--- src/rtl/control_cmd_dispatch.sv ---
// Command dispatcher: decodes an opcode byte, hands the following byte stream and the
// framebuffer RAM bus to the readrow or readpixel engine, and aborts stalled commands.

package params_pkg;
  parameter int BYTES_PER_PIXEL = 3;
  parameter int PIXEL_HEIGHT    = 32;
  parameter int PIXEL_WIDTH     = 64;
endpackage

package calc_pkg;
  function automatic int num_row_address_bits(input int pixel_height);
    return (pixel_height <= 2) ? 1 : $clog2(pixel_height);
  endfunction

  function automatic int num_column_address_bits(input int pixel_width);
    return (pixel_width <= 2) ? 1 : $clog2(pixel_width);
  endfunction

  function automatic int num_pixelcolorselect_bits(input int bytes_per_pixel);
    return (bytes_per_pixel <= 2) ? 1 : $clog2(bytes_per_pixel);
  endfunction
endpackage

module control_cmd_dispatch #(
  parameter int BYTES_PER_PIXEL = params_pkg::BYTES_PER_PIXEL,
  parameter int PIXEL_HEIGHT    = params_pkg::PIXEL_HEIGHT,
  parameter int PIXEL_WIDTH     = params_pkg::PIXEL_WIDTH,
  parameter int TIMEOUT_CYCLES  = 4096,
  localparam int R = calc_pkg::num_row_address_bits(PIXEL_HEIGHT),
  localparam int C = calc_pkg::num_column_address_bits(PIXEL_WIDTH),
  localparam int P = calc_pkg::num_pixelcolorselect_bits(BYTES_PER_PIXEL),
  localparam int B = R + C + P + 10
) (
  input  logic         clk,
  input  logic         reset,
  input  logic [7:0]   data_in,
  input  logic         enable,
  output logic         rr_enable,
  input  logic         rr_done,
  input  logic [B-1:0] rr_ram_bus,
  output logic         px_enable,
  input  logic         px_done,
  input  logic [B-1:0] px_ram_bus,
  output logic [B-1:0] ram_bus,
  output logic         busy,
  output logic         cmd_error,
  output logic         timeout
);

  localparam int CW = $clog2(TIMEOUT_CYCLES);
  localparam logic [CW-1:0] CNT_LAST = CW'(TIMEOUT_CYCLES - 1);
  localparam logic [7:0] OP_ROW = 8'h4C;
  localparam logic [7:0] OP_PIX = 8'h50;

  typedef enum logic [1:0] {
    IDLE = 2'd0,
    ROW  = 2'd1,
    PIX  = 2'd2
  } state_t;

  state_t        state_q, state_d;
  logic [CW-1:0] cnt_q, cnt_d;
  logic          cmd_error_q, cmd_error_d;
  logic          timeout_q, timeout_d;

  logic sel_row;
  logic sel_pix;
  logic active_done;

  assign sel_row     = (state_q == ROW);
  assign sel_pix     = (state_q == PIX);
  // Only the owning engine's done is honoured; the other one is ignored.
  assign active_done = (sel_row & rr_done) | (sel_pix & px_done);

  assign rr_enable = sel_row & enable;
  assign px_enable = sel_pix & enable;
  assign busy      = (state_q != IDLE);
  assign cmd_error = cmd_error_q;
  assign timeout   = timeout_q;

  // Per-bit AND-OR mux: the deselected engine's bus is gated to zero.
  for (genvar gi = 0; gi < B; gi++) begin : g_bus_mux
    assign ram_bus[gi] = (sel_row & rr_ram_bus[gi]) | (sel_pix & px_ram_bus[gi]);
  end

  always_comb begin
    state_d     = state_q;
    cnt_d       = cnt_q;
    cmd_error_d = 1'b0;
    timeout_d   = 1'b0;
    unique case (state_q)
      IDLE: begin
        cnt_d = '0;
        if (enable) begin
          if (data_in == OP_ROW) begin
            state_d = ROW;
          end else if (data_in == OP_PIX) begin
            state_d = PIX;
          end else begin
            cmd_error_d = 1'b1;
          end
        end
      end
      ROW, PIX: begin
        // Done has priority over both the strobe restart and the timeout abort.
        if (active_done) begin
          state_d = IDLE;
          cnt_d   = '0;
        end else if (enable) begin
          cnt_d = '0;
        end else if (cnt_q == CNT_LAST) begin
          state_d   = IDLE;
          cnt_d     = '0;
          timeout_d = 1'b1;
        end else begin
          cnt_d = cnt_q + CW'(1);
        end
      end
      default: begin
        state_d = IDLE;
        cnt_d   = '0;
      end
    endcase
  end

  always_ff @(posedge clk) begin
    if (reset) begin
      state_q     <= IDLE;
      cnt_q       <= '0;
      cmd_error_q <= 1'b0;
      timeout_q   <= 1'b0;
    end else begin
      state_q     <= state_d;
      cnt_q       <= cnt_d;
      cmd_error_q <= cmd_error_d;
      timeout_q   <= timeout_d;
    end
  end

endmodule

--- config.mk ---
export PLATFORM = sky130hd
export DESIGN_NAME = control_cmd_dispatch
export DESIGN_NICKNAME = d
export VERILOG_FILES = /design/src/rtl/control_cmd_dispatch.sv
export SDC_FILE = /design/constraint.sdc
export NUM_CORES = 1
export LEC_CHECK = 0
export CAP_MARGIN = 20
export CORE_UTILIZATION = 38
export CTS_CLUSTER_SIZE = 24
export DETAILED_ROUTE_END_ITERATION = 6
export DONT_BUFFER_PORTS = 1
export PLACE_DENSITY = 0.63
export SYNTH_ARGS = -nofsm -noshare
export SYNTH_HDL_FRONTEND = slang
export SYNTH_SLANG_ARGS = --single-unit
--- constraint.sdc ---
create_clock -name clk -period 4.2 [get_ports clk]
set_input_delay 0.84 -clock clk [delete_from_list [all_inputs] [get_ports clk]]
set_output_delay 0.84 -clock clk [all_outputs]
set_load 0.05 [all_outputs]
==> flow_results.org, run 1 <==
** Status
- The flow ran to the end, and the final reports show no timing, DRC or antenna violations.

** Worst setup path
- In this run the critical register-to-register path is captured at cnt_q[2]$_SDFF_PP0_.
- Worst reg2reg path depth :: 6
- Maximum fanout count along the critical path :: 25
- In this run the critical register-to-register path is launched from state_q[0]$_SDFFE_PP0P_.
- For the worst setup path, the data required time is 3360 ps.
- The critical path ends at ram_bus[5].
- Critical path launch point :: state_q[1]$_SDFFE_PP0P_
- The setup check on the worst reg-to-reg path leaves a slack of 2030 ps.
- STA classifies the critical path startpoint as a flop.
- The critical path is of the flop to output port type.
- STA classifies the critical path endpoint as an output port.
- For the worst setup path, the data arrival time is 1980 ps.

** Run
- Max-cap check violation count :: 0

** Route
- The routed layout has 904 vias.
- First-iteration detailed-routing DRC count :: 9
- After detailed routing, the number of vias per cell comes to 6.234.
- DRC viols :: 0
- After detailed routing, the average wire length per cell comes to 16.26 um.
- Once detail routing completed, the nets flagged for antenna violations numbered 0.
- The final layout contains routed wiring with a total length of 2357 um.
- The first TritonRoute pass finished after 4 iterations.

** Pwr
- Total power divided by cell area :: 371.0 nW/um^2
- The design draws 0.4015 mW.
- Max rail drop VDD :: 217.1 uV
- Summed over all cells, the static leakage comes to 0.3396 nW.

** Global route
- First-pass GRT wire length :: 3312 um
- Remaining Overflow, GRT :: 0
- In the global route stage, overall resource usage came out at 0.1587.
- Largest net degree at the start of global routing :: 26
- Vias in the first global route :: 775
- Number of antenna violations at the first check in global routing :: 0

** Clocking
- In this run the number of H-tree levels came out at 1.
- TritonCTS built the clock tree.
- For the worst-skew pair, the clock arrives at the later sink with an insertion delay of 290 ps.
- After clock tree synthesis, the flow added hold-fix buffers numbering 0.
- Root buffer cell :: sky130_fd_sc_hd__clkbuf_4
- Number of buffers added for setup after CTS :: 0
- Count of cells resized by post-cts repair :: 0
- Clock-pin slew was measured on the worst setup and hold paths at 90 ps.
- The clock net in this run drives a total of 16 sinks.
- Number of buffers between clock root and the deepest sink :: 2
- Number of buffers added by the clock tree synthesis step :: 3

** Die
- The floorplan has 18 rows.
- During I/O placement, the number of pins put on the boundary was 87.
- Area of the core :: 2545 um^2
- The floorplan step set the die width to 54.37 um.
- Initial standard-cell utilization of the core :: 0.4095
- The floorplan step defined a die boundary enclosing 2956 um^2.
- Die height :: 54.37 um

** Yosys
- Most used flip-flop cell after synthesis :: sky130_fd_sc_hd__dfxtp_1
- Cell area after synthesis :: 1042 um^2
- When the netlist entered floorplanning its net count stood at 182.
- The netlist uses 28 different library cells.
- Most area-consuming cells after synthesis :: sky130_fd_sc_hd__dfxtp_1 31%, sky130_fd_sc_hd__a22o_1 19%, sky130_fd_sc_hd__xnor2_1 6.7%
- Most common cell in the netlist :: sky130_fd_sc_hd__a22o_1
- During synthesis, Yosys emitted a total of 0 warnings.
- Synthesis produced 119 cells.
- Top-area cell type share of the netlist area :: 0.3073
- Of all cell types, the one taking the most synthesized area is sky130_fd_sc_hd__dfxtp_1.
- For this run, asynchronously set or reset flops after synthesis account for 0.
- Of the synthesized area, sequential elements account for 0.3073.
- Counting flops and latches in the post-synthesis netlist gives 16.
- Most frequent cells after synthesis :: 23 x sky130_fd_sc_hd__a22o_1, 16 x sky130_fd_sc_hd__dfxtp_1, 16 x sky130_fd_sc_hd__nor2_1, 8 x sky130_fd_sc_hd__xnor2_1, 7 x sky130_fd_sc_hd__inv_1
- Avg Synthesized Cell Area :: 8.758 um^2
- Number of enable flip-flop cells after synthesis :: 0

** Placement
- HPWL after detailed placement :: 1947 um
- Global placer's final weighted congestion :: 0.7591
- Placed Area :: 1046 um^2
- Port buffering added 0 buffers.
- Number of cells in the design after placement :: 141

** Final layout
- Relative to the synthesized area, the layout overhead comes to 3.842%.
- After the last flow step, the layout net total stands at 179.
- The finished cells cover 1082 um^2.
- Post-Layout Cell Count :: 145
- The number of antenna diodes in the final layout is 0.
- Fraction of final layout cells sized beyond drive strength 1 :: 0.09565

** STA
- Summed over all failing endpoints, the final setup total negative slack is 0 ps.
- On the final layout, the worst clock skew is 2.112 ps.
- Number of max-slew violations in the final report :: 0
- Dividing the final minimum period by the clock period gives 0.6716.
- F_max :: 354.5 MHz
- Hold is met by 493.2 ps.
- Final hold violation count :: 0
- Final critical path time including I/O delays and setup :: 2821 ps
- RSZ-0062 raised after global routing :: no
- At the pin with the least slew margin, the transition time is 780.9 ps.
- Setup violations remaining at the end of the flow were counted as 0.
- The worst pin sits at a relative slew slack of 0.4794.

** Worst hold path
- Path category of the worst min-delay check :: flop to flop
final cells by class:
type | instances | area (um^2)
multi-input cells | 88 | 661.9
flip-flops and latches | 16 | 320.3
fillers | 256 | 1463
clock buffers | 4 | 36.28
inverters | 7 | 26.28
well taps | 30 | 37.54
logic make-up after synthesis:
| kind of cell | count (synthesis) | synth area share |
|---|---|---|
| DFF | 16 | 0.3073 |
| and+or+nand+nor | 43 | 0.2221 |
| muxes | 2 | 0.02161 |
| AOI/OAI and AO/OA | 29 | 0.2593 |
| buffers and inverters | 15 | 0.05763 |
| xor gates and xnor gates | 10 | 0.08404 |
| adders and majority gates | 4 | 0.04802 |
power by group:
group	switching, mW	leakage, nW	internal (mW)
combinational	0.115	0.189	0.0271
clock	0.0472	0.0210	0.0528
sequential	0.00471	0.129	0.155
stage by stage:
stage | utilization | setup WS (ps)
3_5_place_dp | 0.4110 | 1703
4_1_cts | 0.4253 | 1366
6_report | 0.4253 | 1379
3_3_place_gp | 0.4110 | 1796
2_1_floorplan | - | 1865
5_1_grt | 0.4253 | 1170
placed cells by master (no fill, tap or decap), types with 2 or more instances in the layout:
master,Yosys,routed
sky130_fd_sc_hd__a22o_1,23,23
sky130_fd_sc_hd__nor2_1,16,16
sky130_fd_sc_hd__dfxtp_1,16,16
sky130_fd_sc_hd__xnor2_1,8,8
sky130_fd_sc_hd__inv_1,7,7
sky130_fd_sc_hd__nand3_1,6,6
sky130_fd_sc_hd__nor4_1,5,5
sky130_fd_sc_hd__nand2_1,4,4
sky130_fd_sc_hd__ha_1,4,4
sky130_fd_sc_hd__clkbuf_4,0,3
sky130_fd_sc_hd__and2_1,2,2
sky130_fd_sc_hd__a211oi_1,2,2
sky130_fd_sc_hd__mux2_2,2,2
sky130_fd_sc_hd__nor3_1,2,2
sky130_fd_sc_hd__nor4b_1,2,2
sky130_fd_sc_hd__xor2_1,2,2
worst max-delay path, cell delays in order, from the launching register on:
cell and delay (ps):
sky130_fd_sc_hd__dfxtp_1 320, sky130_fd_sc_hd__inv_1 90, sky130_fd_sc_hd__ha_1 670, sky130_fd_sc_hd__a22o_1 610
worst min path at each step:
stage | slack (ps) | start | endpoint | cells past startpoint
after floorplan | 440 | cnt_q[0]$_SDFF_PP0_ | cnt_q[0]$_SDFF_PP0_ | 1
after global placement | 470 | cnt_q[0]$_SDFF_PP0_ | cnt_q[0]$_SDFF_PP0_ | 1
after detailed placement | 480 | cnt_q[0]$_SDFF_PP0_ | cnt_q[0]$_SDFF_PP0_ | 1
after CTS | 500 | cnt_q[0]$_SDFF_PP0_ | cnt_q[0]$_SDFF_PP0_ | 1
after global routing | 560 | cnt_q[0]$_SDFF_PP0_ | cnt_q[0]$_SDFF_PP0_ | 1
final | 490 | cnt_q[0]$_SDFF_PP0_ | cnt_q[0]$_SDFF_PP0_ | 1
metal layers:
layer  part of all wire  GRT usage
met5                  0          0
met4             0.0047    0.02564
met3              0.069    0.05000
met2               0.53     0.2744
met1               0.39     0.1934
state kept, by name, indices dropped and copies added, names as in the netlist:
| register | cells |
|---|---|
| state_q | 2 |
| cmd_error | 1 |
| cnt_q | 12 |
| timeout | 1 |
Note: power is estimated with default switching activity, not from simulation.
==> run 2, diff against run 1 <==
==> constraint.sdc (replaced) <==
create_clock -name clk -period 2.9 [get_ports clk]
set_input_delay 0.58 -clock clk [delete_from_list [all_inputs] [get_ports clk]]
set_output_delay 0.58 -clock clk [all_outputs]
set_load 0.05 [all_outputs]
==> flow_results.org, run 2 (same netlist as run 1, synthesis figures left out) <==
** Global route
- Remaining Overflow, GRT :: 0 (unchanged)
- First-pass GRT wire length :: 3284 um (-0.85%)
- Gr usage total :: 0.1576 (-0.001150)
- Number of antenna violations at the first check in global routing :: 0 (unchanged)
- Vias in the first global route :: 769 (-0.77%)
- Largest net degree at the start of global routing :: 26 (unchanged)

** Final layout
- Most frequent standard cell in the layout excluding fill and tap cells :: sky130_fd_sc_hd__a22o_1
- cnt_q holds more flip-flops than any other register.
- The area added between synthesis and finish was 3.842% (unchanged).
- The count of inserted antenna diode cells came to 0 (unchanged).
- Fraction of final layout cells sized beyond drive strength 1 :: 0.09565 (unchanged)
- The largest registers in the layout are cnt_q x12, state_q x2.
- The number of flip-flops in the largest register came to 12 (unchanged).
- The count of nets after finishing came to 179 (unchanged).
- Post-route design area :: 1082 um^2 (unchanged)
- Top library cells by usage in the layout, fill and taps aside :: 23 x sky130_fd_sc_hd__a22o_1, 16 x sky130_fd_sc_hd__nor2_1, 16 x sky130_fd_sc_hd__dfxtp_1

** Clocking
- The deepest level of the CTS H-tree came to 1 (unchanged).
- Post-CTS Hold Buffers :: 0 (unchanged)
- Number of buffers added by the clock tree synthesis step :: 3 (unchanged)
- The clock insertion delay at the later pin of the skew report was 290 ps (about the same).
- The clock tree buffer depth was 2 (unchanged).
- Clock edge transition at the registers on the reported setup and hold paths :: 90 ps (about the same)
- The number of buffers inserted by post-CTS setup repair is 0 (unchanged).
- Root buffer cell :: sky130_fd_sc_hd__clkbuf_4
- Count of cells resized by post-cts repair :: 0 (unchanged)
- Sink count of the clock tree :: 16 (unchanged)
- TritonCTS built the clock tree.

** Worst setup path
- Req. time, crit path :: 2320 ps (-1040 ps)
- The data arrival at the endpoint of the critical path came to 1980 ps (about the same).
- Kind of capture point of the worst setup path :: output port
- Maximum fanout count along the critical path :: 25 (unchanged)
- The critical path in this run is classified as flop to output port.
- The worst setup path is launched from a flop.

** Placement
- The area of placed instances came to 1046 um^2 (unchanged).
- The number of buffers added on ports came to 0 (unchanged).
- The weighted congestion reported at the end of routability-driven placement is 0.7592 (about the same).
- HPWL after detailed placement :: 1950 um (+0.16%)

** Pwr
- The total leakage power came to 0.3396 nW (unchanged).
- Total power divided by cell area :: 537.6 nW/um^2 (+45%)
- Max rail drop VDD :: 311.9 uV (+44%)

** Route
- Via count :: 896 (-0.88%)
- TritonRoute pass-1 iters :: 4 (unchanged)
- The remaining antenna violation count is 0 (unchanged).
- The wire length per cell after detailed routing came to 16.43 um (+1.1%).
- The post-detailed-routing wire length is 2382 um (+1.1%).
- The count of unresolved DRC violations after routing was 0 (unchanged).
- The mean number of vias per cell was 6.179 (-0.88%).
- First-iteration detailed-routing DRC count :: 10 (+1)

** Status
- The flow ran to the end, and the final reports show no timing, DRC or antenna violations.

** STA
- The hold violation count in the final report is 0 (unchanged).
- The slew at the pin closest to its max-slew limit was 784.5 ps (+3.599 ps).
- Clk_skew :: 3.587 ps (+1.474 ps)
- Max_slew headroom :: 0.4770 (-0.002399)
- The max-slew violation count was 0 (unchanged).
- For the finished layout, the period the worst path requires is 2559 ps.
- The total setup violations reported at the end of the flow is 0 (unchanged).
- RSZ-0062 raised after global routing :: no
- Total Negative Setup Slacks :: 0 ps (unchanged)
- Share of the clock period used by the worst path after layout :: 0.8822
- Timing would allow up to 390.9 MHz.

** Die
- Number of top-level pins :: 87 (unchanged)
- Floorplan die area :: 2956 um^2 (unchanged)
- The area of the core is 2545 um^2 (unchanged).
- # rows :: 18 (unchanged)
- The height of the chip was 54.37 um (unchanged).
- Initial standard-cell utilization of the core :: 0.4095 (unchanged)
- The die width came to 54.37 um (unchanged).

** Worst hold path
- Path category of the worst min-delay check :: primary input to flop

** Run
- The count of maximum capacitance violations came to 0 (unchanged).
==> run 2: per-stage QoR <==
stage | power (mW) | instances | setup slack [ps] | utilization | hold WS [ps]
6_report | 0.5818 | 145 | 341.5 | 0.4253 | 353.6
5_1_grt | 0.6191 | 145 | 129.9 | 0.4253 | 323.6
4_1_cts | 0.5930 | 145 | 322.2 | 0.4253 | 337.6
3_5_place_dp | 0.4431 | 141 | 659.4 | 0.4110 | 479.7
3_3_place_gp | 0.4403 | 141 | 756.0 | 0.4110 | 465.7
2_1_floorplan | 0.4331 | 119 | 825.4 | - | 441.1
==> run 2: cell type report <==
| class | instances | area [um^2] |
|---|---|---|
| multi-input cells | 88 | 661.9 |
| inverters | 7 | 26.28 |
| clock buffers | 4 | 36.28 |
| fillers | 263 | 1463 |
| well taps | 30 | 37.54 |
| flip-flops and latches | 16 | 320.3 |
==> run 2: worst paths after layout <==
check                           depth (start not counted)               startpoint  slack (ps)                    to
worst max-delay path                                    3  state_q[1]$_SDFFE_PP0P_         340            ram_bus[5]
worst min-delay path                                    1                   enable         350  cnt_q[10]$_SDFF_PP0_
worst max register to register                          6  state_q[0]$_SDFFE_PP0P_         720   cnt_q[2]$_SDFF_PP0_
worst min register to register                          1      cnt_q[0]$_SDFF_PP0_         490   cnt_q[0]$_SDFF_PP0_
==> run 2: critical path, stage by stage, from the launching register on <==
cell,delay (ps)
sky130_fd_sc_hd__dfxtp_1,320
sky130_fd_sc_hd__inv_1,90
sky130_fd_sc_hd__ha_1,670
sky130_fd_sc_hd__a22o_1,600
==> run 2: power breakdown <==
group,internal (mW),switching (mW)
logic,0.0393,0.167
clock network,0.0765,0.0682
registers,0.224,0.00677
==> run 2: routing by layer <==
layer,vias to the layer above,track usage,wire length (um)
met5,-,0,0
met1,419,0.1901,967
met2,44,0.2744,1261
met4,0,0.02564,11
met3,2,0.05000,142
li1,431,-,-
==> run 3, diff against run 2 <==
--- a/config.mk
+++ b/config.mk
@@ -5,8 +5,10 @@
 export SDC_FILE = /design/constraint.sdc
 export NUM_CORES = 1
 export LEC_CHECK = 0
+export ABC_CLOCK_PERIOD_IN_PS = 2680
 export CAP_MARGIN = 20
 export CORE_UTILIZATION = 38
+export CTS_BUF_LIST = sky130_fd_sc_hd__clkbuf_4
 export CTS_CLUSTER_SIZE = 24
 export DETAILED_ROUTE_END_ITERATION = 6
 export DONT_BUFFER_PORTS = 1
==> constraint.sdc (replaced) <==
create_clock -name clk -period 2.68 [get_ports clk]
set_input_delay 0.536 -clock clk [delete_from_list [all_inputs] [get_ports clk]]
set_output_delay 0.536 -clock clk [all_outputs]
set_load 0.05 [all_outputs]
==> flow_results.org, run 3 (same netlist as run 1, synthesis figures left out) <==
** Status
- The run finished with clean final reports.

** Route
- DRC viols :: 0 (unchanged)
- Via count :: 892 (-0.45%)
- The detailed-router iteration count before antenna repair came to 4 (unchanged).
- The remaining antenna violation count was 0 (unchanged).
- The mean number of vias per cell was 6.194 (+0.24%).
- The number of design-rule violations left by the first detailed-router iteration is 7 (-3).
- Final wirelength :: 2409 um (+1.1%)
- The wire length per cell after detailed routing was 16.73 um (+1.8%).

** STA
- The worst-case headroom to the max-slew limit was 0.6045 (+0.1275).
- Worst-case setup margin in the final layout :: 430.2 ps (+88.72 ps)
- The hold violation count in the final report was 0 (unchanged).
- Of the available clock period, the critical path in the final layout requires 0.8395.
- Clk_skew :: 1.461 ps (-2.125 ps)
- Number of max-slew violations in the final report :: 0 (unchanged)
- RSZ-0062 raised after global routing :: no
- Total Negative Setup Slacks :: 0 ps (unchanged)
- Least-Margin Pin Slew :: 587.8 ps (-196.7 ps)
- Final critical path time including I/O delays and setup :: 2250 ps
- Based on the critical path, the design can be clocked at up to 444.5 MHz.
- Count of final setup violators :: 0 (unchanged)

** Worst setup path
- Arrival time at the worst endpoint :: 1710 ps (-270 ps)
- The slowest stage of the critical path is the sky130_fd_sc_hd__a22o_1 cell.
- Worst reg2reg path depth :: 6 (unchanged)
- RR Startpoint :: state_q[0]$_SDFFE_PP0P_
- The worst endpoint required time is 2140 ps (-180 ps).
- The number of buffers and inverters on the critical path came to 1 (unchanged).
- The worst setup path is launched from a flop.
- Register-to-register setup slack :: 700 ps (-20 ps)
- Worst Setup Path Type :: flop to output port
- In this design, the largest share of critical-path delay is due to compound AO/OA/AOI/OAI gates.
- Slowest cell delay on critical path :: 560 ps (-110 ps)
- The highest net fanout along the worst path was 25 (unchanged).
- Sequence of cells on the critical path :: inv_1 -> ha_2 -> a22o_1
- In this run the critical register-to-register path is captured at cnt_q[6]$_SDFF_PP0_.
- Kind of capture point of the worst setup path :: output port

** Final layout
- Layout net count :: 179 (unchanged)
- Largest registers ranked by flip-flop count :: cnt_q x12, state_q x2
- Ant. Diodes :: 0 (unchanged)
- Area taken by multi-input logic gates :: 666.9 um^2 (+0.76%)
- Largest register FFs :: 12 (unchanged)
- The library cell used most frequently in the layout, excluding fill and tap cells, is sky130_fd_sc_hd__a22o_1.
- The ratio of cells with drive above 1 in the final layout is 0.1053 (+0.009611).
- Top library cells by usage in the layout, fill and taps aside :: 23 x sky130_fd_sc_hd__a22o_1, 16 x sky130_fd_sc_hd__nor2_1, 16 x sky130_fd_sc_hd__dfxtp_1
- Area grow syn2layout :: 3.001%
- The final standard cell utilization of the core was 0.4218 (-0.003441).
- Register bank with the most flops :: cnt_q
- Combined flip-flop and latch cell area :: 320.3 um^2 (unchanged)
- The number of inserted filler cells in the final layout came to 244 (-7.2%).

** Clocking
- The deepest level of the CTS H-tree is 1 (unchanged).
- Count of cells resized by post-cts repair :: 0 (unchanged)
- In this run the clock root is driven by a sky130_fd_sc_hd__clkbuf_4.
- The clock net sink count was 16 (unchanged).
- Post-CTS Hold Buffers :: 0 (unchanged)
- Clock Latency Late Sink :: 270 ps (-20 ps)
- The number of buffers inserted by post-CTS setup repair was 0 (unchanged).
- Clock edge transition at the registers on the reported setup and hold paths :: 80 ps (about the same)
- TritonCTS built the clock tree.
- The clock tree buffer depth is 2 (unchanged).
- The total CTS buffers was 3 (unchanged).

** Pwr
- Leakage :: 0.3300 nW (-2.8%)
- Total power divided by cell area :: 553.2 nW/um^2 (+2.9%)
- Max rail drop VDD :: 368.7 uV (+18%)

** Placement
- The post-placement setup slack came to 479.2 ps (-180.2 ps).
- The placed wire-length estimate after detailed placement was 1955 um (+0.29%).
- The weighted congestion reported at the end of routability-driven placement was 0.7592 (unchanged).
- Number of buffers added on ports :: 0 (unchanged)

** Global route
- The pin count of the biggest net entering global routing is 26 (unchanged).
- First-pass GRT wire length :: 3270 um (-0.43%)
- Remaining Overflow, GRT :: 0 (unchanged)
- The overall fraction of global-route tracks in use is 0.1530 (-0.004600).
- The number of antenna violations at the first check in global routing is 0 (unchanged).
- Vias in the first global route :: 759 (-1.3%)

** Die
- The number of placement rows came to 18 (unchanged).
- Overall die width :: 54.37 um (unchanged)
- Initial standard-cell utilization of the core :: 0.4095 (unchanged)
- The area of the core was 2545 um^2 (unchanged).
- The number of top-level pins is 87 (unchanged).
- Floorplan die area :: 2956 um^2 (unchanged)
- Die height :: 54.37 um (unchanged)

** Worst hold path
- For hold timing, the worst endpoint is cnt_q[10]$_SDFF_PP0_.
- Path category of the worst min-delay check :: primary input to flop
- The number of stages on the worst hold path came to 1 (unchanged).
- In this run the most critical hold path is launched from enable.

** Run
- Max-cap check violation count :: 0 (unchanged)
-- run 3: cell count changes in the layout (fill, tap and decap cells not counted), sizes merged --
cell and delta:
clkbuf -1
-- run 3: final cells by class --
class	instances	share of cell area
clock buffers	3	0.02098
multi-input cells	88	0.6212
well taps	30	0.03497
inverters	7	0.02448
flip-flops and latches	16	0.2984
-- run 3: layer usage --
layer  track usage  vias up  share of wire
met3       0.04167        0          0.066
met5             0        -              0
met1        0.1934      419           0.41
met4             0        0              0
li1              -      427              -
met2        0.2724       46           0.53
-- run 3: worst max path at each step --
stage	from	to	slack [ps]	cells after the start
after floorplan	state_q[0]$_SDFFE_PP0P_	ram_bus[11]	650	5
after global placement	state_q[1]$_SDFFE_PP0P_	ram_bus[9]	580	3
after detailed placement	state_q[1]$_SDFFE_PP0P_	ram_bus[5]	480	3
after CTS	state_q[1]$_SDFFE_PP0P_	ram_bus[5]	160	3
after global routing	state_q[0]$_SDFFE_PP0P_	ram_bus[5]	290	3
final	state_q[1]$_SDFFE_PP0P_	ram_bus[5]	430	3
-- run 3: report_power, final --
group / switching [mW] / total [mW] / internal (mW)
Clock: 0.0669 / 0.119 / 0.0520
Combinational: 0.181 / 0.225 / 0.0438
Sequential: 0.00760 / 0.250 / 0.242
Total: 0.256 / 0.594 / 0.338
-- run 3: per-stage QoR --
step	hold WS, ps	std cells	instance area (um^2)	power [mW]
finish	323.5	144	1074	0.5939
global route	306.6	144	1074	0.6295
CTS	314.1	144	1069	0.5996
detailed placement	477.6	141	1046	0.4793
global placement	465.7	141	1046	0.4764
floorplan	441.1	119	1042	0.4686
